==> src/rtl/charger_pkg.sv <==
// Shared encodings and widths for the charger session logic.
package charger_pkg;

    typedef enum logic [1:0] {
        IDLE     = 2'd0,
        INPUT    = 2'd1,
        CHARGING = 2'd2,
        DONE     = 2'd3
    } state_t;

    localparam logic [3:0] KEY_CONFIRM = 4'd10;
    localparam logic [3:0] KEY_CANCEL  = 4'd11;

    localparam int MONEY_W = 5;
    localparam int TIME_W  = 6;

    function automatic logic is_digit(input logic [3:0] code);
        return code <= 4'd9;
    endfunction

endpackage

==> src/rtl/charge_session_controller_if.sv <==
// Keypad-side and amount-manager-side signals of the session controller.
interface charge_session_controller_if;
    import charger_pkg::*;

    logic                key_valid;
    logic [3:0]          key_code;
    logic [MONEY_W-1:0]  am_all_money;
    logic [TIME_W-1:0]   am_remaining_time;
    logic                am_key_valid;
    logic [3:0]          am_key_value;
    logic                am_clear;
    logic                am_start;
    logic [1:0]          state;
    logic                display_en;
    logic                done_led;

    modport slave (
        input  key_valid, key_code, am_all_money, am_remaining_time,
        output am_key_valid, am_key_value, am_clear, am_start,
               state, display_en, done_led
    );

    modport master (
        output key_valid, key_code, am_all_money, am_remaining_time,
        input  am_key_valid, am_key_value, am_clear, am_start,
               state, display_en, done_led
    );

endinterface

==> src/rtl/sec_tick_gen.sv <==
// One-second tick generator; tick is high for one cycle every TICK_DIV
// cycles, counted from the last restart.
module sec_tick_gen #(
    parameter int TICK_DIV = 50000000
) (
    input  logic clk,
    input  logic rst_n,
    input  logic restart,
    output logic tick
);

    localparam int DIV_W = (TICK_DIV > 1) ? $clog2(TICK_DIV) : 1;
    localparam logic [DIV_W-1:0] DIV_LAST = DIV_W'(TICK_DIV - 1);

    logic [DIV_W-1:0] div_q;
    logic [DIV_W-1:0] div_d;

    always_comb begin
        div_d = div_q;
        if (restart || div_q == DIV_LAST) begin
            div_d = '0;
        end else begin
            div_d = div_q + 1'b1;
        end
    end

    always_ff @(posedge clk or negedge rst_n) begin
        if (!rst_n) begin
            div_q <= '0;
        end else begin
            div_q <= div_d;
        end
    end

    assign tick = (div_q == DIV_LAST);

endmodule

==> src/rtl/charge_session_controller.sv <==
// Session sequencer: IDLE -> INPUT -> CHARGING -> DONE, with key forwarding,
// amount-manager clear/start control and second-based timeouts.
module charge_session_controller
    import charger_pkg::*;
#(
    parameter int TICK_DIV        = 50000000,
    parameter int INPUT_TIMEOUT_S = 10,
    parameter int DONE_HOLD_S     = 5
) (
    input  logic                       clk,
    input  logic                       rst_n,
    charge_session_controller_if.slave bus
);

    localparam int SEC_MAX = (INPUT_TIMEOUT_S > DONE_HOLD_S) ? INPUT_TIMEOUT_S : DONE_HOLD_S;
    localparam int SEC_W   = $clog2(SEC_MAX + 1);

    state_t            state_q, state_d;
    logic [SEC_W-1:0]  sec_q, sec_d;
    logic [1:0]        chg_cnt_q, chg_cnt_d;
    logic              am_key_valid_q, am_key_valid_d;
    logic [3:0]        am_key_value_q, am_key_value_d;
    logic              am_clear_q, am_clear_d;
    logic              am_start_q, am_start_d;
    logic              display_en_q, display_en_d;
    logic              done_led_q, done_led_d;

    logic tick;
    logic restart;
    logic key_accept;
    logic key_digit;

    sec_tick_gen #(.TICK_DIV(TICK_DIV)) u_tick (
        .clk     (clk),
        .rst_n   (rst_n),
        .restart (restart),
        .tick    (tick)
    );

    assign key_digit = bus.key_valid && is_digit(bus.key_code);

    always_comb begin
        state_d        = state_q;
        key_accept     = 1'b0;
        am_key_valid_d = 1'b0;
        am_key_value_d = 4'd0;

        case (state_q)
            IDLE: begin
                if (key_digit) begin
                    state_d        = INPUT;
                    am_key_valid_d = 1'b1;
                    am_key_value_d = bus.key_code;
                end
            end
            INPUT: begin
                // An accepted key takes priority over a timeout in the same cycle.
                if (key_digit) begin
                    key_accept     = 1'b1;
                    am_key_valid_d = 1'b1;
                    am_key_value_d = bus.key_code;
                end else if (bus.key_valid && bus.key_code == KEY_CANCEL) begin
                    state_d = IDLE;
                end else if (bus.key_valid && bus.key_code == KEY_CONFIRM &&
                             bus.am_all_money != '0) begin
                    state_d = CHARGING;
                end else if (tick && sec_q == SEC_W'(INPUT_TIMEOUT_S - 1)) begin
                    state_d = IDLE;
                end
            end
            CHARGING: begin
                // Remaining time is only trusted once the amount manager has loaded it.
                if (chg_cnt_q == 2'd2 && bus.am_remaining_time == '0) begin
                    state_d = DONE;
                end
            end
            DONE: begin
                if (tick && sec_q == SEC_W'(DONE_HOLD_S - 1)) begin
                    state_d = IDLE;
                end
            end
            default: state_d = IDLE;
        endcase

        restart = (state_d != state_q) || key_accept;

        sec_d = sec_q;
        if (restart) begin
            sec_d = '0;
        end else if (tick && sec_q != '1) begin
            sec_d = sec_q + 1'b1;
        end

        chg_cnt_d = chg_cnt_q;
        if (state_d != state_q) begin
            chg_cnt_d = 2'd0;
        end else if (chg_cnt_q != 2'd2) begin
            chg_cnt_d = chg_cnt_q + 2'd1;
        end

        am_clear_d   = (state_d == IDLE) && (state_q != IDLE);
        am_start_d   = (state_d == CHARGING);
        display_en_d = (state_d != IDLE);
        done_led_d   = (state_d == DONE);
    end

    always_ff @(posedge clk or negedge rst_n) begin
        if (!rst_n) begin
            state_q        <= IDLE;
            sec_q          <= '0;
            chg_cnt_q      <= 2'd0;
            am_key_valid_q <= 1'b0;
            am_key_value_q <= 4'd0;
            am_clear_q     <= 1'b0;
            am_start_q     <= 1'b0;
            display_en_q   <= 1'b0;
            done_led_q     <= 1'b0;
        end else begin
            state_q        <= state_d;
            sec_q          <= sec_d;
            chg_cnt_q      <= chg_cnt_d;
            am_key_valid_q <= am_key_valid_d;
            am_key_value_q <= am_key_value_d;
            am_clear_q     <= am_clear_d;
            am_start_q     <= am_start_d;
            display_en_q   <= display_en_d;
            done_led_q     <= done_led_d;
        end
    end

    assign bus.state        = state_q;
    assign bus.am_key_valid = am_key_valid_q;
    assign bus.am_key_value = am_key_value_q;
    assign bus.am_clear     = am_clear_q;
    assign bus.am_start     = am_start_q;
    assign bus.display_en   = display_en_q;
    assign bus.done_led     = done_led_q;

endmodule

==> src/flat_wrapper.sv <==
// flat-port wrapper written by rule: the top's interface ports become plain ports
module charge_session_controller_flat import charger_pkg::*;
#(
    parameter int TICK_DIV        = 50000000,
    parameter int INPUT_TIMEOUT_S = 10,
    parameter int DONE_HOLD_S     = 5
)
  (clk, rst_n, bus_key_valid, bus_key_code, bus_am_all_money, bus_am_remaining_time, bus_am_key_valid, bus_am_key_value, bus_am_clear, bus_am_start, bus_state, bus_display_en, bus_done_led);
  charge_session_controller_if bus_i ();
  input  logic clk;
  input  logic rst_n;
  input wire logic [$bits(bus_i.key_valid)-1:0] bus_key_valid;
  input wire logic [$bits(bus_i.key_code)-1:0] bus_key_code;
  input wire logic [$bits(bus_i.am_all_money)-1:0] bus_am_all_money;
  input wire logic [$bits(bus_i.am_remaining_time)-1:0] bus_am_remaining_time;
  output wire logic [$bits(bus_i.am_key_valid)-1:0] bus_am_key_valid;
  output wire logic [$bits(bus_i.am_key_value)-1:0] bus_am_key_value;
  output wire logic [$bits(bus_i.am_clear)-1:0] bus_am_clear;
  output wire logic [$bits(bus_i.am_start)-1:0] bus_am_start;
  output wire logic [$bits(bus_i.state)-1:0] bus_state;
  output wire logic [$bits(bus_i.display_en)-1:0] bus_display_en;
  output wire logic [$bits(bus_i.done_led)-1:0] bus_done_led;
  assign bus_i.key_valid = bus_key_valid;
  assign bus_i.key_code = bus_key_code;
  assign bus_i.am_all_money = bus_am_all_money;
  assign bus_i.am_remaining_time = bus_am_remaining_time;
  assign bus_am_key_valid = bus_i.am_key_valid;
  assign bus_am_key_value = bus_i.am_key_value;
  assign bus_am_clear = bus_i.am_clear;
  assign bus_am_start = bus_i.am_start;
  assign bus_state = bus_i.state;
  assign bus_display_en = bus_i.display_en;
  assign bus_done_led = bus_i.done_led;
  charge_session_controller #(.TICK_DIV(TICK_DIV), .INPUT_TIMEOUT_S(INPUT_TIMEOUT_S), .DONE_HOLD_S(DONE_HOLD_S)) u_core (.clk(clk), .rst_n(rst_n), .bus(bus_i));
endmodule
==> config.mk <==
export PLATFORM = sky130hd
export DESIGN_NAME = charge_session_controller_flat
export DESIGN_NICKNAME = d
export VERILOG_FILES = /design/src/rtl/charger_pkg.sv /design/src/rtl/charge_session_controller_if.sv /design/src/rtl/sec_tick_gen.sv /design/src/rtl/charge_session_controller.sv /design/src/flat_wrapper.sv
export SDC_FILE = /design/constraint.sdc
export NUM_CORES = 1
export LEC_CHECK = 0
export BUFFER_PORTS_ARGS = -buffer_cell sky130_fd_sc_hd__buf_4
export CAP_MARGIN = 20
export CORE_UTILIZATION = 60
export DETAILED_ROUTE_END_ITERATION = 12
export GPL_TIMING_DRIVEN = 0
export PLACE_DENSITY = 0.93
export SYNTH_ARGS = -nofsm -noshare
export SYNTH_HDL_FRONTEND = slang
export SYNTH_SLANG_ARGS = --single-unit
export TNS_END_PERCENT = 20
==> constraint.sdc <==
create_clock -name clk -period 5.06 [get_ports clk]
set_input_delay 0.253 -clock clk [delete_from_list [all_inputs] [get_ports clk]]
set_output_delay 0.253 -clock clk [all_outputs]
set_load 0.05 [all_outputs]
==> impl_metrics.env, run 1 <==
export IMPL_status="complete, no violations"
export IMPL_maxCapViolations=0
export IMPL_cts_tree="built"
export IMPL_finClkSkew_ns=0.00880
export IMPL_endpoint_kind="flip-flop"
export IMPL_vias=1764
export IMPL_power_per_cell_area_nw_per_um2=417
export IMPL_syn_nets=251
export IMPL_grt_use_total=0.255
export IMPL_io_pins=29
export IMPL_fillers=251
export IMPL_finalSetupTns_ns=0
export IMPL_clock_sinks=43
export IMPL_synthMuxAreaShare=0.00901
export IMPL_synth_top_flop_cell="dfrtp_1"
export IMPL_p_total_mw=1.09
export IMPL_postCtsSetupRepairBufs=0
export IMPL_synth_simple_gate_area_frac=0.275
export IMPL_initialDrtViolationCount=90
export IMPL_min_period_ns=2.08
export IMPL_overflow=0
export IMPL_reg2reg_depth=7
export IMPL_worst_hold_path_type="primary input to flip-flop"
export IMPL_dieArea_um2=3950
export IMPL_cts_hold_buf=1
export IMPL_cts_buffer_depth=2
export IMPL_areaGrowthSynthToFinish_pct=17.8
export IMPL_setup_violations=0
export IMPL_yosys_area_share_xor_xnor=0.103
export IMPL_rsz0062_at_grt="no"
export IMPL_totalWireLength_um=4530
export IMPL_dp_hpwl_um=3110
export IMPL_fin_ws_ns=2.98
export IMPL_slew_headroom=0.591
export IMPL_slew_violations=0
export IMPL_port_buffer_count=28
export IMPL_synth_top_family_by_area="simple AND/OR/NAND/NOR gates"
export IMPL_n_antenna_cell=0
export IMPL_core_um2=3440
export IMPL_slowest_delay_ns=0.40
export IMPL_drc=0
export IMPL_ys_warn_count=0
export IMPL_required_ns=5.25
export IMPL_crit_path_start_kind="flip-flop"
export IMPL_vdd_drop_max_v=0.000268
export IMPL_hold_path_depth=2
export IMPL_synth_edf_count=0
export IMPL_synthArstFlopShare=1.00
export IMPL_syn_inst=228
export IMPL_instances_no_fill=311
export IMPL_grt_pass1_vias=1711
export IMPL_clkLatencyLatePin_ns=0.30
export IMPL_hold_viol_final=0
export IMPL_cts_root_buf="clkbuf_8"
export IMPL_cp_data_arrival_time_ns=2.27
export IMPL_ant_nets=0
export IMPL_die_h_um=62.8
export IMPL_final_core_util=0.760
export IMPL_vias_per_cell=5.67
export IMPL_max_freq_ghz=0.481
export IMPL_yosysSeqAreaShare=0.485
export IMPL_critical_path_cell_chain="ha_1 > nand3_2 > nor3_2 > buf_4 > nand4_1 > a21bo_2 > and3_1"
export IMPL_synth_adder_area_share=0.0282
export IMPL_dp_cells=302
export IMPL_cts_repair_resized=0
export IMPL_wl_per_cell_um=14.6
export IMPL_period_share=0.411
export IMPL_pre_cts_slack_ns=3.12
export IMPL_ys_types=44
export IMPL_crit_fanout=10
export IMPL_drive_above_1_share=0.192
export IMPL_final_nets=287
export IMPL_worstSetupPathType="flip-flop to flip-flop"
export IMPL_syn_area_um2=2220
export IMPL_synth_compound_area_share=0.0659
export IMPL_antenna_found_initial=0
export IMPL_drtPass1Iterations=4
export IMPL_grt_max_degree=44
export IMPL_h_tree_depth=2
export IMPL_critPathSlowestCell="dfrtp_1"
export IMPL_ys_ff_latch=43
export IMPL_grt_pass1_wl_um=7720
export IMPL_gp_congestion=0.784
export IMPL_clk_pin_slew_ns=0.08
export IMPL_die_w_um=62.8
export IMPL_tightest_slew_ns=0.609
export IMPL_num_rows=21
export IMPL_p_leak_nw=1.25
export IMPL_avgSynthCellArea_um2=9.74
export IMPL_initial_core_util=0.645
export IMPL_numCtsBuffers=5
[critical path, delay by kind of cell, from the launching register on]
kind                       cells  cell delay [ns]
and+or+nand+nor                4             0.81
DFF                            1             0.40
adders and majority gates      1             0.22
AOI/OAI and AO/OA              1             0.30
buffers and inverters          1             0.23
[placed cells by master, fill, tap and decap left out, types with 2 or more instances in the layout]
master,count
mux2i_1,2
and2_1,6
nor4_1,4
nor2_1,39
xnor2_1,7
nand4b_1,3
dfrtp_1,43
buf_4,29
inv_1,9
nor2b_1,3
a21oi_1,5
ha_1,5
and3_1,6
buf_2,5
nand3_2,2
and4_1,3
clkbuf_1,3
nand3_1,13
xor2_1,19
clkbuf_8,6
o21ai_0,2
nand4_1,11
nand2_1,15
[synth_stat cells, types with 2 or more instances]
cell	instances	area share
and2_1	6	0.017
and3_1	6	0.017
nand3_1	13	0.029
buf_2	5	0.011
dfrtp_1	43	0.48
nand2_1	15	0.025
nor4_1	4	0.011
nor2b_1	3	0.0085
xnor2_1	7	0.028
ha_1	5	0.028
inv_1	9	0.015
o21ai_0	2	0.0045
nor2_1	39	0.066
mux2i_1	2	0.0090
xor2_1	19	0.075
and4_1	3	0.012
nand4_1	11	0.031
nand3_2	2	0.0090
a21oi_1	5	0.011
clkbuf_1	3	0.0051
nand4b_1	3	0.012
[report_power, final]
part	internal (mW)	total, mW	switching, mW
registers	0.391	0.418	0.0262
logic	0.133	0.396	0.264
clock network	0.160	0.277	0.117
total	0.684	1.09	0.407
[kinds of logic (layout without fill, tap and decap cells)]
group	after synthesis	after routing
and+or+nand+nor	114	114
adders and majority gates	5	5
muxes	2	2
AOI/OAI and AO/OA	20	20
xor gates and xnor gates	26	26
buffers and inverters	18	55
DFF	43	43
[final cells by class]
type | instances | area, um^2 | area share
flip-flops and latches | 43 | 1080 | 0.411
multi-input cells | 167 | 1070 | 0.408
inverters | 9 | 33.8 | 0.0129
plain buffers | 9 | 43.8 | 0.0167
repair buffers | 29 | 220 | 0.0842
well taps | 46 | 57.6 | 0.0220
clock buffers | 6 | 82.6 | 0.0316
clock inverters | 2 | 35.0 | 0.0134
[per-layer routing]
layer | share of wire | GRT usage | routed length, um | up-vias
met2 | 0.51 | 0.421 | 2290 | 28
met4 | 0.030 | 0.140 | 137 | 0
met3 | 0.019 | 0.0401 | 85 | 11
li1 | - | - | - | 859
met1 | 0.44 | 0.320 | 2010 | 866
met5 | 0 | 0 | 0 | -
[worst paths after layout]
kind / startpoint / slack [ns] / to
worst max-delay path: u_core.u_tick.div_q[0] / 2.98 / u_core.bus.am_start
worst min-delay path: bus_key_code[2] / 0.20 / u_core.bus.am_key_value[2]
worst max register to register: u_core.u_tick.div_q[0] / 2.98 / u_core.bus.am_start
worst min register to register: u_core.u_tick.div_q[0] / 0.52 / u_core.u_tick.div_q[0]
max in group asynchronous: rst_n / 4.22 / u_core.bus.am_clear
min in group asynchronous: rst_n / 0.47 / u_core.sec_q[0]
[registers in the layout (all words and copies together), names as in the netlist]
signal                   cells
u_core.u_tick.div_q         26
u_core.bus.am_key_value      4
u_core.sec_q                 4
u_core.bus.state             2
u_core.chg_cnt_q             2
u_core.bus.am_clear          1
u_core.bus.am_key_valid      1
u_core.bus.am_start          1
u_core.bus.display_en        1
u_core.bus.done_led          1
[through the flow]
| step | cell area, um^2 | hold WS (ns) |
|---|---|---|
| detailed placement | 2490 | 0.262 |
| global placement | 2490 | 0.258 |
| global route | 2620 | 0.208 |
| finish | 2620 | 0.197 |
| floorplan | 2220 | -0.0426 |
| CTS | 2620 | 0.194 |
(Power assumes the default switching activity.)
==> inputs of run 2 (changes only) <==
--- a/config.mk
+++ b/config.mk
@@ -7,10 +7,10 @@
 export LEC_CHECK = 0
 export BUFFER_PORTS_ARGS = -buffer_cell sky130_fd_sc_hd__buf_4
 export CAP_MARGIN = 20
-export CORE_UTILIZATION = 60
+export CORE_UTILIZATION = 51
 export DETAILED_ROUTE_END_ITERATION = 12
 export GPL_TIMING_DRIVEN = 0
-export PLACE_DENSITY = 0.93
+export PLACE_DENSITY = 0.86
 export SYNTH_ARGS = -nofsm -noshare
 export SYNTH_HDL_FRONTEND = slang
 export SYNTH_SLANG_ARGS = --single-unit
==> constraint.sdc (replaced) <==
create_clock -name clk -period 1.9 [get_ports clk]
set_input_delay 0.095 -clock clk [delete_from_list [all_inputs] [get_ports clk]]
set_output_delay 0.095 -clock clk [all_outputs]
set_load 0.05 [all_outputs]
==> impl_metrics.env, run 2 (synthesized netlist as in run 1, its figures left out) <==
export IMPL_h_tree_depth=2
export IMPL_place_area_um2=2490
export IMPL_p_sw_mw=1.07
export IMPL_finClkSkew_ns=0.00313
export IMPL_final_cell_mix="dfrtp_1 (43), nor2_1 (39), buf_4 (32), xor2_1 (19), nand2_1 (15)"
export IMPL_slew_violations=0
export IMPL_vdd_drop_max_v=0.000480
export IMPL_n_antenna_cell=0
export IMPL_min_delay_worst_endpoint="u_core.bus.am_key_value[1]"
export IMPL_cts_buffer_depth=2
export IMPL_clockPowerShare=0.231
export IMPL_pre_cts_slack_ns=-0.0257
export IMPL_r2r_start="u_core.u_tick.div_q[8]"
export IMPL_port_buffer_count=28
export IMPL_grt_use_total=0.206
export IMPL_top_register="u_core.u_tick.div_q"
export IMPL_drc=0
export IMPL_hold_viol_final=0
export IMPL_power_per_cell_area_nw_per_um2=1080
export IMPL_areaGrowthSynthToFinish_pct=21.3
export IMPL_crit_fanout=6
export IMPL_wl_per_cell_um=13.7
export IMPL_num_rows=23
export IMPL_endpoint_kind="flip-flop"
export IMPL_p_leak_nw=1.29
export IMPL_totalWireLength_um=4350
export IMPL_r2r_setup_slack_ns=0.05
export IMPL_tightest_slew_ns=0.522
export IMPL_clk_pin_slew_ns=0.08
export IMPL_final_area_um2=2690
export IMPL_setup_violations=0
export IMPL_die_h_um=68.0
export IMPL_final_nets=291
export IMPL_reg2reg_depth=5
export IMPL_finalSetupTns_ns=0
export IMPL_switching_share=0.370
export IMPL_hold_start="bus_key_code[1]"
export IMPL_vias=1766
export IMPL_dp_hpwl_um=2980
export IMPL_seqPwrFrac=0.383
export IMPL_initialDrtViolationCount=139
export IMPL_cts_root_buf="clkbuf_8"
export IMPL_grt_pass1_wl_um=7280
export IMPL_layout_commonest_cell="dfrtp_1"
export IMPL_min_period_ns=1.85
export IMPL_hold_ws_ns=0.0454
export IMPL_grt_pass1_vias=1687
export IMPL_reg2reg_to="u_core.bus.am_start"
export IMPL_clock_sinks=43
export IMPL_instances_no_fill=318
export IMPL_power_report_internal_total_mw=1.83
export IMPL_initial_core_util=0.543
export IMPL_vias_per_cell=5.55
export IMPL_dp_cells=306
export IMPL_drive_above_1_share=0.216
export IMPL_largest_reg_flops=26
export IMPL_dieArea_um2=4620
export IMPL_worstSetupPathType="flip-flop to flip-flop"
export IMPL_worst_hold_path_type="primary input to flip-flop"
export IMPL_numCtsBuffers=5
export IMPL_grt_max_degree=44
export IMPL_period_share=0.976
export IMPL_ant_nets=0
export IMPL_overflow=0
export IMPL_clkLatencyLatePin_ns=0.28
export IMPL_maxCapViolations=0
export IMPL_crit_path_start_kind="flip-flop"
export IMPL_required_ns=2.07
export IMPL_pwr_share_comb=0.386
export IMPL_cp_data_arrival_time_ns=2.03
export IMPL_io_pins=29
export IMPL_antenna_found_initial=0
export IMPL_max_freq_ghz=0.539
export IMPL_slew_headroom=0.652
export IMPL_core_um2=4090
export IMPL_die_w_um=68.0
export IMPL_gp_congestion=0.826
export IMPL_hold_path_depth=2
export IMPL_cts_tree="built"
export IMPL_p_total_mw=2.90
export IMPL_drtPass1Iterations=4
export IMPL_final_core_util=0.659
export IMPL_status="complete, no violations"
export IMPL_fin_ws_ns=0.0459
## run 2: timing repair
action | in CTS | in global routing
resized for setup | 2 | 10
setup endpoints to repair | 2 | 31
buffers inserted | 2 | 2
hold buffers | 1 | 0
endpoints found under the hold margin | 43 | 0
pin swaps | 1 | 3
## run 2: worst max-delay path, stage by stage, from the launching register on
cell,delay (ns)
dfrtp_1,0.45
nor4_2,0.32
and4_4,0.30
nand4_1,0.19
a21bo_2,0.29
and3_1,0.19
## run 2: final cells by class
class	count	area, um^2
repair buffers	33	250
flip-flops and latches	43	1080
inverters	9	33.8
multi-input cells	167	1120
fillers	309	1390
plain buffers	9	52.6
clock inverters	1	30.0
well taps	50	62.6
clock buffers	6	72.6
## run 2: worst max-delay path by stage
stage | start | to | slack (ns) | cells after the start
after floorplan | u_core.bus.state[0] | u_core.u_tick.div_q[16] | 0.04 | 7
after global placement | u_core.u_tick.div_q[0] | u_core.bus.am_start | -0.02 | 7
after detailed placement | u_core.u_tick.div_q[0] | u_core.bus.am_start | -0.03 | 7
after CTS | u_core.u_tick.div_q[1] | u_core.bus.am_start | 0.01 | 7
after global routing | u_core.u_tick.div_q[8] | u_core.sec_q[3] | -0.05 | 5
final | u_core.u_tick.div_q[8] | u_core.bus.am_start | 0.05 | 5
## run 2: power groups by stage
stage	sequential, mW	combinational (mW)	clock, mW
CTS	1.11	1.07	0.686
detailed placement	1.13	1.04	0
floorplan	1.38	0.490	0
global route	1.13	1.23	0.729
global placement	1.12	1.01	0
finish	1.11	1.12	0.670
## run 2: layer usage
| layer | vias up | wire, um | GRT usage |
|---|---|---|---|
| li1 | 865 | - | - |
| met1 | 853 | 1950 | 0.263 |
| met2 | 40 | 2190 | 0.347 |
| met3 | 8 | 166 | 0.0433 |
| met4 | 0 | 51 | 0.0625 |
| met5 | - | 0 | 0 |
==> inputs of run 3 (changes only) <==
--- a/config.mk
+++ b/config.mk
@@ -5,12 +5,12 @@
 export SDC_FILE = /design/constraint.sdc
 export NUM_CORES = 1
 export LEC_CHECK = 0
-export BUFFER_PORTS_ARGS = -buffer_cell sky130_fd_sc_hd__buf_4
 export CAP_MARGIN = 20
-export CORE_UTILIZATION = 51
+export CORE_UTILIZATION = 56
 export DETAILED_ROUTE_END_ITERATION = 12
+export DONT_BUFFER_PORTS = 1
 export GPL_TIMING_DRIVEN = 0
-export PLACE_DENSITY = 0.86
+export PLACE_DENSITY = 0.85
 export SYNTH_ARGS = -nofsm -noshare
 export SYNTH_HDL_FRONTEND = slang
 export SYNTH_SLANG_ARGS = --single-unit
==> impl_metrics.env, run 3 (synthesized netlist as in run 1, its figures left out) <==
export IMPL_totalWireLength_um=4980
export IMPL_use_met3=0.0704
export IMPL_grt_max_degree=44
export IMPL_endpoint_kind="flip-flop"
export IMPL_status="complete, no violations"
export IMPL_numCtsBuffers=5
export IMPL_required_ns=2.12
export IMPL_final_area_um2=2600
export IMPL_slew_violations=0
export IMPL_grtUsageMet2=0.432
export IMPL_clockPowerShare=0.245
export IMPL_overflow=0
export IMPL_final_core_util=0.695
export IMPL_use_met1=0.289
export IMPL_grt_pass1_vias=1673
export IMPL_p_total_mw=2.94
export IMPL_place_area_um2=2280
export IMPL_cts_root_buf="clkbuf_8"
export IMPL_ant_nets=0
export IMPL_maxCapViolations=0
export IMPL_max_freq_ghz=0.541
export IMPL_die_w_um=65.0
export IMPL_vdd_drop_max_v=0.000515
export IMPL_r2r_setup_slack_ns=0.05
export IMPL_vias=1803
export IMPL_clock_sinks=43
export IMPL_tightest_slew_ns=0.484
export IMPL_layout_commonest_cell="dfrtp_1"
export IMPL_p_leak_nw=1.21
export IMPL_num_rows=22
export IMPL_clkLatencyLatePin_ns=0.30
export IMPL_final_cell_mix="dfrtp_1 (41), nor2_1 (39), xor2_1 (19), nand2_1 (15), nand3_1 (13)"
export IMPL_top_register="u_core.u_tick.div_q"
export IMPL_initialDrtViolationCount=178
export IMPL_die_h_um=65.0
export IMPL_initial_core_util=0.593
export IMPL_drive_above_1_share=0.154
export IMPL_n_antenna_cell=0
export IMPL_pre_cts_slack_ns=-0.216
export IMPL_setup_violations=0
export IMPL_fin_ws_ns=0.0499
export IMPL_drtPass1Iterations=4
export IMPL_min_period_ns=1.85
export IMPL_vias_per_cell=6.11
export IMPL_cts_buffer_depth=2
export IMPL_gp_congestion=0.794
export IMPL_final_nets=269
export IMPL_crit_fanout=5
export IMPL_fillers=260
export IMPL_hold_viol_final=0
export IMPL_hold_path_depth=2
export IMPL_finalSetupTns_ns=0
export IMPL_pwr_share_comb=0.279
export IMPL_dieArea_um2=4220
export IMPL_cp_data_arrival_time_ns=2.07
export IMPL_finClkSkew_ns=0.00917
export IMPL_worst_hold_path_type="primary input to flip-flop"
export IMPL_clk_pin_slew_ns=0.08
export IMPL_power_per_cell_area_nw_per_um2=1130
export IMPL_grt_use_total=0.248
export IMPL_period_share=0.974
export IMPL_cts_tree="built"
export IMPL_io_pins=29
export IMPL_antenna_found_initial=0
export IMPL_grt_pass1_wl_um=7760
export IMPL_core_um2=3740
export IMPL_p_sw_mw=1.16
export IMPL_worstSetupPathType="flip-flop to flip-flop"
export IMPL_largest_reg_flops=26
export IMPL_slew_headroom=0.674
export IMPL_dp_hpwl_um=3030
export IMPL_areaGrowthSynthToFinish_pct=17.1
export IMPL_reg2reg_depth=7
export IMPL_crit_path_start_kind="flip-flop"
export IMPL_port_buffer_count=0
export IMPL_drc=0
export IMPL_seqPwrFrac=0.476
export IMPL_switching_share=0.394
export IMPL_power_report_internal_total_mw=1.78
export IMPL_wl_per_cell_um=16.9
export IMPL_busiest_layer="met2"
export IMPL_h_tree_depth=2
==> run 3: cell count changes in the layout (fill, tap and decap cells not counted), sizes merged <==
cell and change:
buf -26, dlygate4sd3 +4, clkinv +2, clkbuf -1
==> run 3: what timing repair did <==
| item | in CTS | in global routing |
|---|---|---|
| hold endpoints to repair | 47 | 0 |
| setup endpoints to repair | 30 | 32 |
| pin swaps | 1 | 3 |
| hold buffers | 6 | 0 |
| resized for setup | 5 | 17 |
| setup buffers | 2 | 3 |
==> run 3: worst max-delay path, cell delays in order, from the launching register on <==
cell     delay, ns
dfrtp_1       0.43
ha_4          0.18
nand3_4       0.11
nor3_4        0.28
buf_6         0.15
nand4_1       0.14
a21oi_2       0.26
nor3b_2       0.23
==> run 3: final cells by class <==
| cell class | instances | area (um^2) | share of cell area |
|---|---|---|---|
| buffer | 9 | 61.3 | 0.0236 |
| clock buffer | 5 | 68.8 | 0.0265 |
| clock inverter | 3 | 43.8 | 0.0168 |
| inverter | 9 | 33.8 | 0.0130 |
| multi-input combinational | 167 | 1150 | 0.441 |
| sequential | 43 | 1080 | 0.415 |
| tap | 48 | 60.1 | 0.0231 |
| timing repair buffer | 11 | 108 | 0.0414 |
==> run 3: power by group through the flow <==
stage / sequential, mW / clock [mW] / combinational [mW]
2_1_floorplan: 1.38 / 0 / 0.490
3_3_place_gp: 1.39 / 0 / 0.590
3_5_place_dp: 1.40 / 0 / 0.619
4_1_cts: 1.38 / 0.721 / 0.689
5_1_grt: 1.41 / 0.773 / 0.907
6_report: 1.40 / 0.718 / 0.820
==> run 3: worst paths after layout <==
check                                   startpoint                 endpoint
hold / removal                     bus_key_code[0]    u_core.bus.display_en
hold reg to reg            u_core.u_tick.div_q[23]  u_core.u_tick.div_q[23]
setup reg to reg            u_core.u_tick.div_q[1]      u_core.bus.am_clear
setup / recovery            u_core.u_tick.div_q[1]      u_core.bus.am_clear
max in group asynchronous                    rst_n      u_core.bus.state[1]
min in group asynchronous                    rst_n   u_core.u_tick.div_q[4]
==> run 3: through the flow <==
| stage | instances | hold slack, ns |
|---|---|---|
| after floorplan | 228 | -0.201 |
| after global placement | 276 | -0.199 |
| after detailed placement | 276 | -0.199 |
| after CTS | 292 | 0.0530 |
| after global routing | 295 | 0.0621 |
| final | 295 | 0.0666 |
==> run 3: routing by layer <==
layer	part of all wire	routed length, um	up-vias
met1	0.40	2000	875
met2	0.51	2530	84
li1	-	-	826
met3	0.067	334	18
met5	0	0	-
met4	0.024	121	0
